File: config.mk
export PLATFORM = sky130hd
export DESIGN_NAME = quire_to_posit_4_0
export DESIGN_NICKNAME = d
export VERILOG_FILES = /design/src/rtl/quire_to_posit_4_0.sv
export SDC_FILE = /design/constraint.sdc
export NUM_CORES = 1
export LEC_CHECK = 0
export ABC_CLOCK_PERIOD_IN_PS = 5750
export CAP_MARGIN = 20
export CORE_AREA = 2 2 92 138
export DETAILED_ROUTE_END_ITERATION = 12
export DIE_AREA = 0 0 94 140
export GPL_TIMING_DRIVEN = 0
export HOLD_SLACK_MARGIN = 0.06
export SLEW_MARGIN = 30
export SYNTH_ARGS = -nofsm -noshare
export SYNTH_HDL_FRONTEND = slang
export SYNTH_SLANG_ARGS = --single-unit
File: constraint.sdc
create_clock -name clk -period 5.75 [get_ports clk]
set_input_delay 1.725 -clock clk [delete_from_list [all_inputs] [get_ports clk]]
set_output_delay 1.725 -clock clk [all_outputs]
set_load 0.03 [all_outputs]
File: src/rtl/quire_to_posit_4_0.sv
// Three-stage converter from the 19-bit posit<4,0> quire to a 4-bit posit word.
// Stages: magnitude capture, leading-one normalize, round-to-nearest-even encode.
module quire_to_posit_4_0 #(
    parameter bit EOW_ONLY = 1'b1
) (
    input  logic        clk,
    input  logic        rst_n,
    output logic        rtr_o,
    input  logic        rts_i,
    input  logic        sow_i,
    input  logic        eow_i,
    input  logic [18:0] data_i,
    input  logic        NaR_i,
    input  logic        sign_i,
    input  logic        zero_i,
    input  logic        rtr_i,
    output logic        rts_o,
    output logic        sow_o,
    output logic        eow_o,
    output logic [3:0]  posit_o,
    output logic        NaR_o,
    output logic        sign_o,
    output logic        zero_o
);

    logic        process_en;
    logic        keep;
    logic [18:0] mag_next;

    logic        v1_reg, nar1_reg, zero1_reg, neg1_reg, sow1_reg, eow1_reg;
    logic [18:0] mag1_reg;

    logic [4:0]  lead_pos;
    logic [18:0] norm;

    logic        v2_reg, nar2_reg, zero2_reg, neg2_reg, sow2_reg, eow2_reg;
    logic [4:0]  pos2_reg;
    logic        b1_reg, b0_reg, sticky_reg;

    logic [3:0]  p_next;
    logic [3:0]  enc_next;

    assign process_en = rtr_i | ~rts_o;
    assign rtr_o      = process_en;

    // With the window filter on, words that do not close a window are consumed silently.
    assign keep     = rts_i & (~EOW_ONLY | eow_i);
    assign mag_next = data_i[18] ? (~data_i + 19'd1) : data_i;

    always_ff @(posedge clk or negedge rst_n) begin
        if (!rst_n) begin
            v1_reg    <= 1'b0;
            nar1_reg  <= 1'b0;
            zero1_reg <= 1'b0;
            neg1_reg  <= 1'b0;
            sow1_reg  <= 1'b0;
            eow1_reg  <= 1'b0;
            mag1_reg  <= '0;
        end else if (process_en) begin
            v1_reg    <= keep;
            nar1_reg  <= NaR_i;
            zero1_reg <= zero_i;
            neg1_reg  <= data_i[18];
            sow1_reg  <= keep & (EOW_ONLY | sow_i);
            eow1_reg  <= keep & (EOW_ONLY | eow_i);
            mag1_reg  <= mag_next;
        end
    end

    always_comb begin
        lead_pos = '0;
        for (int i = 0; i < 19; i++) begin
            if (mag1_reg[i]) lead_pos = 5'(i);
        end
    end

    // Leading one lands on bit 18; bits 17/16 are the two kept bits, the rest is sticky.
    assign norm = mag1_reg << (5'd18 - lead_pos);

    always_ff @(posedge clk or negedge rst_n) begin
        if (!rst_n) begin
            v2_reg     <= 1'b0;
            nar2_reg   <= 1'b0;
            zero2_reg  <= 1'b0;
            neg2_reg   <= 1'b0;
            sow2_reg   <= 1'b0;
            eow2_reg   <= 1'b0;
            pos2_reg   <= '0;
            b1_reg     <= 1'b0;
            b0_reg     <= 1'b0;
            sticky_reg <= 1'b0;
        end else if (process_en) begin
            v2_reg     <= v1_reg;
            nar2_reg   <= nar1_reg;
            zero2_reg  <= zero1_reg | (mag1_reg == '0);
            neg2_reg   <= neg1_reg;
            sow2_reg   <= sow1_reg;
            eow2_reg   <= eow1_reg;
            pos2_reg   <= lead_pos;
            b1_reg     <= norm[17];
            b0_reg     <= norm[16];
            sticky_reg <= |norm[15:0];
        end
    end

    // Positive patterns sit at 4,8,12,16,24,32,64 sixteenths; midpoints go to the even code.
    always_comb begin
        p_next = 4'd7;
        case (pos2_reg)
            5'd0, 5'd1: p_next = 4'd1;
            5'd2:       p_next = b1_reg ? 4'd2 : 4'd1;
            5'd3: begin
                case ({b1_reg, b0_reg})
                    2'b00:   p_next = 4'd2;
                    2'b01:   p_next = sticky_reg ? 4'd3 : 4'd2;
                    2'b10:   p_next = 4'd3;
                    default: p_next = 4'd4;
                endcase
            end
            5'd4: begin
                case ({b1_reg, b0_reg})
                    2'b00:   p_next = 4'd4;
                    2'b01:   p_next = sticky_reg ? 4'd5 : 4'd4;
                    2'b10:   p_next = 4'd5;
                    default: p_next = 4'd6;
                endcase
            end
            5'd5:    p_next = (b1_reg & (b0_reg | sticky_reg)) ? 4'd7 : 4'd6;
            default: p_next = 4'd7;
        endcase
    end

    always_comb begin
        if (nar2_reg)       enc_next = 4'b1000;
        else if (zero2_reg) enc_next = 4'b0000;
        else if (neg2_reg)  enc_next = ~p_next + 4'd1;
        else                enc_next = p_next;
    end

    always_ff @(posedge clk or negedge rst_n) begin
        if (!rst_n) begin
            rts_o   <= 1'b0;
            sow_o   <= 1'b0;
            eow_o   <= 1'b0;
            posit_o <= 4'b0000;
            NaR_o   <= 1'b0;
            sign_o  <= 1'b0;
            zero_o  <= 1'b0;
        end else if (process_en) begin
            rts_o   <= v2_reg;
            sow_o   <= sow2_reg;
            eow_o   <= eow2_reg;
            posit_o <= enc_next;
            NaR_o   <= nar2_reg;
            sign_o  <= ~nar2_reg & enc_next[3];
            zero_o  <= ~nar2_reg & zero2_reg;
        end
    end

    logic unused_sign;
    assign unused_sign = sign_i;

endmodule

# After elaboration in Yosys (flattened, before gate mapping)
# Index checks and enable logic that the tools add are counted.
[word_totals]
input_bits = 28
word_cells = 74
regBits = 43
output_inout_bits = 11
[op_classes]
add_sub_neg = 3
muxes = 29
n_eq_ne = 7
shift = 1
bitwise = 11
reduce_logical = 5
[op_table]
columns = ["op", "count"]
rows = [
  ["5-bit two-way mux", 16],
  ["19-bit by 1-bit adder with 19-bit output, second input constant", 1],
  ["19-bit zero test", 1],
  ["19-bit two-way mux", 1],
  ["19-bit NOT", 1],
  ["19-bit by 5-bit left shift with 18-bit output", 1],
  ["16-bit OR reduction", 1],
  ["3-bit one-hot mux with 5 select lines", 1],
  ["4-bit two-way mux", 3],
  ["5-bit by 2-bit == test with 1-bit output, second input constant", 2],
  ["5-bit by 3-bit == test with 1-bit output, second input constant", 2],
  ["3-bit one-hot mux with 3 select lines", 1],
  ["2-bit one-hot mux with 3 select lines", 1],
  ["5-bit by 1-bit == test with 1-bit output, second input constant", 1],
  ["5-bit zero test", 1],
  ["5-bit subtractor, first input constant", 1],
  ["4-bit by 1-bit adder with 4-bit output, second input constant", 1],
  ["1-bit bitwise AND", 4],
  ["1-bit two-way mux", 4],
  ["2-bit two-way mux", 2],
  ["4-bit NOT", 1],
  ["1-bit OR", 3],
  ["2-bit by 1-bit == test with 1-bit output, second input constant", 1],
  ["2-bit == test, second input constant", 1],
  ["3 further kinds", 4],
]

# Depth between registers and ports, before layout
# Gate-level depths: netlist of the first run.
[depth]
ltp_word = 21
depth_mapped = 14
ltp_nobuf = 12

# Worst setup path after synthesis of the first run
# No wires, ideal clock.
[synth_timing]
path_type = "input port to output port"
from = "input port rtr_i"
to = "output port rtr_o"
required_ns = 4.025
n_path_buf = 2
cell_stages = 4
setup_slack_ns = 1.438
arrival_time_ns = 2.587
path_cell_list = "nor2b_1 inv_1 clkbuf_1 clkbuf_1"
[synth_between]
elab_chain_len = 1
[synth_rtl]
columns = ["item", "line_no", "text"]
rows = [
  ["start, declared", "16", "input logic rtr_i,"],
  ["1-bit OR", "43", "assign process_en = rtr_i | ~rts_o;"],
  ["end, declared", "8", "output logic rtr_o,"],
]
# Every way passes these cells.

# Worst setup path in the final report of the first run
# Ends and elaborated chain as after synthesis.

==> results of run 1 <==
## synth_stat cells (3+ instances only)
cell	count	area share [%]
nand2_1	76	9.4
dfrtp_1	43	35
o21ai_0	38	6.2
nor2_1	29	3.6
a21oi_1	22	3.6
clkbuf_1	21	2.6
xor2_1	13	3.7
inv_1	10	1.2
nand3_1	9	1.5
mux2i_1	7	2.3
nand2b_1	7	1.4
nor3_1	7	1.2
xnor2_1	7	2.0
o31ai_1	6	1.5
or3_1	6	1.2
nor2b_1	5	1.0
a221oi_1	4	1.2
o21ai_1	4	0.66
a211oi_1	3	0.74
a22o_1	3	0.86
a31oi_1	3	0.62
buf_4	3	0.74
ha_1	3	1.2
mux2_2	3	1.1
mux4_2	3	2.2
nor4_1	3	0.62
o22ai_1	3	0.62
## final cells by class
type	instances	area [um2]
Fill cell	1287	8210
Timing Repair Buffer	36	365
Clock buffer	6	129
Multi-Input combinational cell	301	1810
Sequential cell	43	1080
Tap cell	153	191
Inverter	12	45.0
Clock inverter	2	12.5
Buffer	24	110
## worst max-delay path by stage
stage,startpoint,end,slack [ps],cells after the start
after floorplan,rtr_i,rtr_o,1440,4
after global placement,rtr_i,rtr_o,-200,6
after detailed placement,rtr_i,rtr_o,-190,6
after CTS,rtr_i,rtr_o,30,6
after global routing,rtr_i,rtr_o,200,5
final,rtr_i,rtr_o,300,5
## cells by family after synthesis
| family | count (synthesis) | share of synthesized area, % |
|---|---|---|
| simple gates | 154 | 23.4 |
| compound gates | 111 | 23.5 |
| flops | 43 | 35.3 |
| buf+inv | 37 | 5.18 |
| xor+xnor | 20 | 5.75 |
| mux | 13 | 5.63 |
| fa+ha+maj | 3 | 1.23 |
## power groups by stage
stage               Clock, mW  Sequential (mW)  Combinational [mW]
finish                  0.281            0.467               0.759
global route            0.296            0.478               0.836
CTS                     0.287            0.465               0.759
detailed placement          0            0.470               0.756
global placement            0            0.463               0.742
floorplan                   0            0.482               0.502
## layer usage
metal	up-vias	routed length (um)	GRT usage, %
li1	1437	-	-
met1	1366	3320	14.6
met2	59	4990	26.8
met3	12	226	1.29
met4	0	164	5.03
met5	-	0	0
## critical path, stage by stage
cell and delay (ps):
clkdlybuf4s50_1 460, nor2b_1 90, inv_1 350, clkbuf_2 360, clkdlybuf4s50_1 730
## timing repair
action,CTS,global route
pin swaps,0,0
endpoints found under the setup margin,1,1
gates resized for setup,1,0
hold buffers,0,0
==> flow_summary.yaml, run 1 <==
run_status:
  outcome: "completed"
place:
  dp.cells: 570
  place_congestion: 0.965
  dp_slack_ps: -186
  place_area_um2: 3600
  port_buffers: 35
  hpwl_um: 6830
finish:
  layout_common_cells: "76 x nand2_1, 43 x dfrtp_1, 38 x o21ai_0"
  area_growth_pct: 22.8
  drive_gt1_share_pct: 7.08
  layout_commonest_cell: "nand2_1"
  final_area_um2: 3740
  postLayoutCoreUtil_pct: 31.3
  final_cells: 577
  nets: 454
  largest_reg_flops: 19
  antenna_cells: 0
floorplan:
  ios: 39
  start_util_pct: 25.5
  die_w_um: 94
  die_area_um2: 13200
  coreArea_um2: 12000
  rows: 49
  die_y_um: 140
global_routing:
  track_usage_pct: 13.7
  grt_first_pass_wirelength_um: 14300
  overflow: 0
  grt_pass1_vias: 2864
  grt_max_degree: 29
  antenna_found_initial: 0
clock_tree:
  cts_tree: "done"
  cts.sinks: 43
  root_buffer: "clkbuf_16"
  clk_pin_slew_ps: 60
  htreeDepth: 2
  cts_setup_buffers: 0
  numCtsBuffers: 5
  clock_path_buffers: 2
  clk_latency_ps: 290
synth:
  synth-edff-count: 0
  yosysUniqueCellTypes: 58
  syn_nets: 412
  synthCells: 381
  syn_avg_cell_area_um2: 7.99
  ys_seq_elements: 43
  syn_area_um2: 3050
  ys_seq_area_share_pct: 35.3
  ys_warn_count: 0
  ys.flop_type: "dfrtp_1"
  async_flop_share_pct: 100
timing:
  min_period_over_period_pct: 94.7
  rsz0062_at_grt: "no"
  fin_crit_ps: 5450
  worstMarginPinSlew_ps: 861
  fmax_mhz: 184
  relSlewSlack_pct: 41.9
  setup_viol: 0
  hold_viol: 0
  fin_ws_ps: 303
  fin_hold_ws_ps: 468
  setup_tns_ps: 0
  slew_viol_final: 0
  fin_worst_skew_ps: 6.53
worst_setup_path:
  ff2ff_path_depth: 14
  critPathLaunchType: "primary input"
  worstPathArrival_ps: 3720
  critical_path.max_fanout: 11
  timing.rr.end: "sticky_reg$_DFFE_PN0P_"
  worstSetupPathType: "in -> out"
  worstReg2RegStart: "mag1_reg[18]$_DFFE_PN0P_"
  required_ps: 4030
  endpoint_kind: "output port"
  r2r_slack_ps: 1970
job:
  maxCapViolCount: 0
pwr:
  finalPower_mw: 1.51
  pwr-share-seq_pct: 31.0
  clockPowerShare_pct: 18.7
  p_sw_uw: 656
  p_int_uw: 851
  swShare_pct: 43.5
  vdd_drop_max_mv: 0.143
  power_density_nw_per_um2: 403
  combPwrFrac_pct: 50.3
  leakage_nw: 1.48
routing:
  drcViolationCount: 0
  drt-vias-per-instance: 4.98
  ant_nets: 0
  drt_iter0_drc: 134
  wl_per_cell_um: 15.1
  route.vias.total: 2874
  firstDrtPassIters: 4
  totalWireLength_um: 8700
min_path:
  min_from: "eow2_reg$_DFFE_PN0P_"
  min_to: "eow2_reg$_DFFE_PN0P_"
  hold_path_depth: 2
  min_path_type: "reg -> reg"
Power figures use the tool's default switching activity.
==> run 2, diff against run 1 <==
CTS_BUF_LIST = sky130_fd_sc_hd__clkbuf_16   (was unset)
==> run 2 against run 1 <==
Effect of this change: clock power barely moved; clock skew hardly changed; largest power group unchanged; via count grew 0.14%; non-clock buffer count unchanged; combinational power hardly changed; critical endpoint unchanged; worst hold slack is essentially flat; register-to-register slack about the same; cell count unchanged.
==> flow_summary.yaml, run 2 (synthesis gave the netlist of run 1 again) <==
run_status:
  outcome: "completed"
floorplan:
  rows: 49
  die_area_um2: 13200
  ios: 39
  coreArea_um2: 12000
  die_y_um: 140
  die_w_um: 94
  start_util_pct: 25.5
clock_tree:
  htreeDepth: 2
  clk_latency_ps: 290
  root_buffer: "clkbuf_16"
  clock_path_buffers: 2
  numCtsBuffers: 5
  cts_setup_buffers: 0
  cts.sinks: 43
  clk_pin_slew_ps: 60
  cts_tree: "done"
finish:
  largest_reg_flops: 19
  nets: 454
  layout_common_cells: "76 x nand2_1, 43 x dfrtp_1, 38 x o21ai_0"
  layout_commonest_cell: "nand2_1"
  fillerInstances: 1287
  drive_gt1_share_pct: 7.08
  area_growth_pct: 22.8
  antenna_cells: 0
  multi_input_comb_area_um2: 1810
  final_area_um2: 3740
  seq_area_um2: 1080
worst_setup_path:
  worstSetupPathType: "in -> out"
  worstReg2RegStart: "mag1_reg[18]$_DFFE_PN0P_"
  timing.rr.end: "sticky_reg$_DFFE_PN0P_"
  critical_path.max_fanout: 11
  worstPathArrival_ps: 3750
  ff2ff_path_depth: 14
  endpoint_kind: "output port"
  startpoint: "rtr_i"
  crit_end: "rtr_o"
  critPathLaunchType: "primary input"
  required_ps: 4030
  r2r_slack_ps: 1980
routing:
  route.vias.total: 2878
  wl_per_cell_um: 15.1
  ant_nets: 0
  drt-vias-per-instance: 4.99
  drcViolationCount: 0
  totalWireLength_um: 8710
  firstDrtPassIters: 4
  drt_iter0_drc: 179
global_routing:
  grt_pass1_vias: 2859
  antenna_found_initial: 0
  grt_max_degree: 29
  track_usage_pct: 13.7
  grt_first_pass_wirelength_um: 14300
  overflow: 0
timing:
  rsz0062_at_grt: "no"
  hold_viol: 0
  slew_viol_final: 0
  setup_viol: 0
  relSlewSlack_pct: 41.9
  worstMarginPinSlew_ps: 861
  fmax_mhz: 183
  min_period_over_period_pct: 95.3
  fin_crit_ps: 5480
  fin_worst_skew_ps: 6.66
  setup_tns_ps: 0
pwr:
  leakage_nw: 1.49
  vdd_drop_max_mv: 0.143
  power_density_nw_per_um2: 402
  finalPower_mw: 1.51
min_path:
  min_path_type: "reg -> reg"
  hold_path_depth: 2
place:
  place_area_um2: 3600
  place_congestion: 0.965
  port_buffers: 35
  hpwl_um: 6830
job:
  maxCapViolCount: 0
==> run 2: cell types whose count changed in the layout (fill, tap and decap cells not counted), sizes merged <==
| cell | previous run | this run |
|---|---|---|
| inv | 11 | 12 |
| clkbuf | 26 | 25 |
==> run 2: layout make-up <==
cell class | count | area share (%)
buffer | 24 | 2.94
timing repair buffer | 36 | 9.77
clock inverter | 3 | 0.435
clock buffer | 5 | 3.34
multi-input combinational | 301 | 48.4
tap | 153 | 5.12
inverter | 12 | 1.20
sequential | 43 | 28.8
==> run 2: critical path, cell delays in order <==
cell and delay, ps:
clkdlybuf4s50_1 460, nor2b_1 90, inv_1 380, clkbuf_2 360, clkdlybuf4s50_1 730
==> run 2: timing repair <==
action / 4_1_cts / 5_1_grt
hold buffers: 0 / 0
gates resized for setup: 1 / 0
endpoints found under the setup margin: 1 / 1
==> run 2: worst min path at each step <==
stage,startpoint,end,slack [ps]
6_report,neg1_reg$_DFFE_PN0P_,neg1_reg$_DFFE_PN0P_,470
5_1_grt,neg1_reg$_DFFE_PN0P_,neg2_reg$_DFFE_PN0P_,490
4_1_cts,eow2_reg$_DFFE_PN0P_,eow2_reg$_DFFE_PN0P_,470
3_5_place_dp,eow2_reg$_DFFE_PN0P_,eow2_reg$_DFFE_PN0P_,460
3_3_place_gp,eow2_reg$_DFFE_PN0P_,eow_o$_DFFE_PN0P_,440
2_1_floorplan,eow2_reg$_DFFE_PN0P_,eow2_reg$_DFFE_PN0P_,430
==> run 2: report_power, final <==
group	switching [mW]	internal (mW)	total (mW)
logic	0.448	0.311	0.759
registers	0.0875	0.380	0.467
clock network	0.121	0.159	0.279
total	0.656	0.850	1.51
==> run 2: layer usage <==
layer,vias to the layer above,global-route usage (%),wire length [um]
li1,1438,-,-
met1,1371,14.6,3350
met2,59,26.8,5020
met3,10,1.29,188
met4,0,5.03,148
met5,-,0,0
==> run 2: per-stage QoR <==
stage	utilization, %	cells	worst slack [ps]	hold WS [ps]
CTS	31.3	578	29.5	471
detailed placement	30.1	570	-186	458
finish	31.3	577	272	468
global placement	30.0	569	-196	443
floorplan	-	381	1440	430
global route	31.3	577	198	494
==> run 3, diff against run 2 <==
RECOVER_POWER = 100   (was unset)
==> run 3 against run 2 <==
Effect of this change: flip-flop and latch count did not move; cell count did not move; via count rose by 0.66%; combinational power fell by 1%; die area did not move; sequential share of layout area rose by 0.18 points; global-route usage did not move; wire length barely moved; count of clock-buffer cells in the layout did not move; critical endpoint unchanged.
==> flow_summary.yaml, run 3 (synthesis gave the netlist of run 1 again) <==
routing:
  drt-vias-per-instance: 5.02
  totalWireLength_um: 8700
  drcViolationCount: 0
  firstDrtPassIters: 6
  drt_iter0_drc: 154
  route.vias.total: 2897
  wl_per_cell_um: 15.1
  ant_nets: 0
timing:
  worstMarginPinSlew_ps: 1470
  rsz0062_at_grt: "no"
  fin_worst_skew_ps: 7.60
  min_period_over_period_pct: 97.1
  fmax_mhz: 179
  slew_viol_final: 0
  setup_tns_ps: 0
  relSlewSlack_pct: 2.09
  fin_ws_ps: 168
  setup_viol: 0
  fin_crit_ps: 5580
  hold_viol: 0
floorplan:
  coreArea_um2: 12000
  die_area_um2: 13200
  die_y_um: 140
  start_util_pct: 25.5
  rows: 49
  ios: 39
  die_w_um: 94
clock_tree:
  clk_pin_slew_ps: 60
  hold_buffers: 0
  numCtsBuffers: 5
  clock_path_buffers: 2
  clk_latency_ps: 290
  htreeDepth: 2
  cts.sinks: 43
  root_buffer: "clkbuf_16"
  cts_tree: "done"
worst_setup_path:
  worstSetupPathType: "in -> out"
  critPathLaunchType: "primary input"
  timing.rr.end: "sticky_reg$_DFFE_PN0P_"
  endpoint_kind: "output port"
  required_ps: 4030
  worstReg2RegStart: "mag1_reg[18]$_DFFE_PN0P_"
  crit_chain: "dlygate4sd3_1 > nor2b_1 > inv_1 > clkbuf_2 > clkdlybuf4s50_1"
  critical_path.max_fanout: 11
  ff2ff_path_depth: 14
  r2r_slack_ps: 1700
  slowest_stage: "clkdlybuf4s50_1"
  worstPathArrival_ps: 3860
  critPathMaxStageDelay_ps: 650
place:
  dp_slack_ps: -186
  place_congestion: 0.965
  hpwl_um: 6830
  port_buffers: 35
  dp.cells: 570
global_routing:
  overflow: 0
  grt_pass1_vias: 2859
  grt_max_degree: 29
  grt_first_pass_wirelength_um: 14300
  track_usage_pct: 13.7
  antenna_found_initial: 0
min_path:
  min_from: "eow2_reg$_DFFE_PN0P_"
  min_path_type: "reg -> reg"
  hold_path_depth: 2
  min_to: "eow2_reg$_DFFE_PN0P_"
pwr:
  vdd_drop_max_mv: 0.143
  leakage_nw: 1.49
  finalPower_mw: 1.49
  power_density_nw_per_um2: 402
finish:
  postLayoutCoreUtil_pct: 31.1
  fillerInstances: 1293
  layout_commonest_cell: "nand2_1"
  area_growth_pct: 22.1
  drive_gt1_share_pct: 6.37
  antenna_cells: 0
  multi_input_comb_area_um2: 1810
  seq_area_um2: 1080
  final_cells: 577
  layout_common_cells: "76 x nand2_1, 43 x dfrtp_1, 39 x o21ai_0"
  nets: 454
  largest_reg_flops: 19
run_status:
  outcome: "completed"
job:
  maxCapViolCount: 0
-- run 3: cell types whose count changed in the layout (fill, tap and decap cells not counted), sizes merged --
cell	change
clkdlybuf4s50	-12
dlygate4sd3	+12
buf	-2
clkbuf	+2
-- run 3: layout make-up --
type                            count  area share [%]
Clock inverter                      3           0.438
Clock buffer                        5            3.37
Tap cell                          153            5.15
Buffer                             24            2.96
Sequential cell                    43            28.9
Timing Repair Buffer               36            9.36
Multi-Input combinational cell    301            48.6
Inverter                           12            1.21
-- run 3: worst max path at each step --
stage,from,endpoint,slack [ps]
global route,rtr_i,rtr_o,110
finish,rtr_i,rtr_o,170
global placement,rtr_i,rtr_o,-200
detailed placement,rtr_i,rtr_o,-190
CTS,rtr_i,rtr_o,30
floorplan,rtr_i,rtr_o,1440
-- run 3: worst max-delay path, delay by kind of cell --
family                 cells  cell delay [ps]
buffers and inverters      4             1820
and+or+nand+nor            1              300
-- run 3: where the power goes --
| group | internal, mW | switching [mW] |
|---|---|---|
| Clock | 0.159 | 0.120 |
| Combinational | 0.301 | 0.449 |
| Sequential | 0.380 | 0.0852 |
-- run 3: what timing repair did --
| item | CTS | global route |
|---|---|---|
| endpoints found under the setup margin | 1 | 1 |
| gates cloned | 0 | 0 |
| buffers inserted | 0 | 0 |
| gates resized for setup | 1 | 0 |
-- run 3: layer usage --
metal  GRT usage [%]  share of wire (%)  vias up
li1                -                  -     1437
met1            14.6                 38     1372
met2            26.8                 58       74
met3            1.29                2.4       14
met4            5.03                2.0        0
met5               0                  0        -
-- run 3: stage by stage --
stage | instance area [um2] | hold WS, ps
global placement | 3590 | 443
global route | 3720 | 494
detailed placement | 3600 | 458
finish | 3720 | 467
floorplan | 3050 | 430
CTS | 3740 | 471
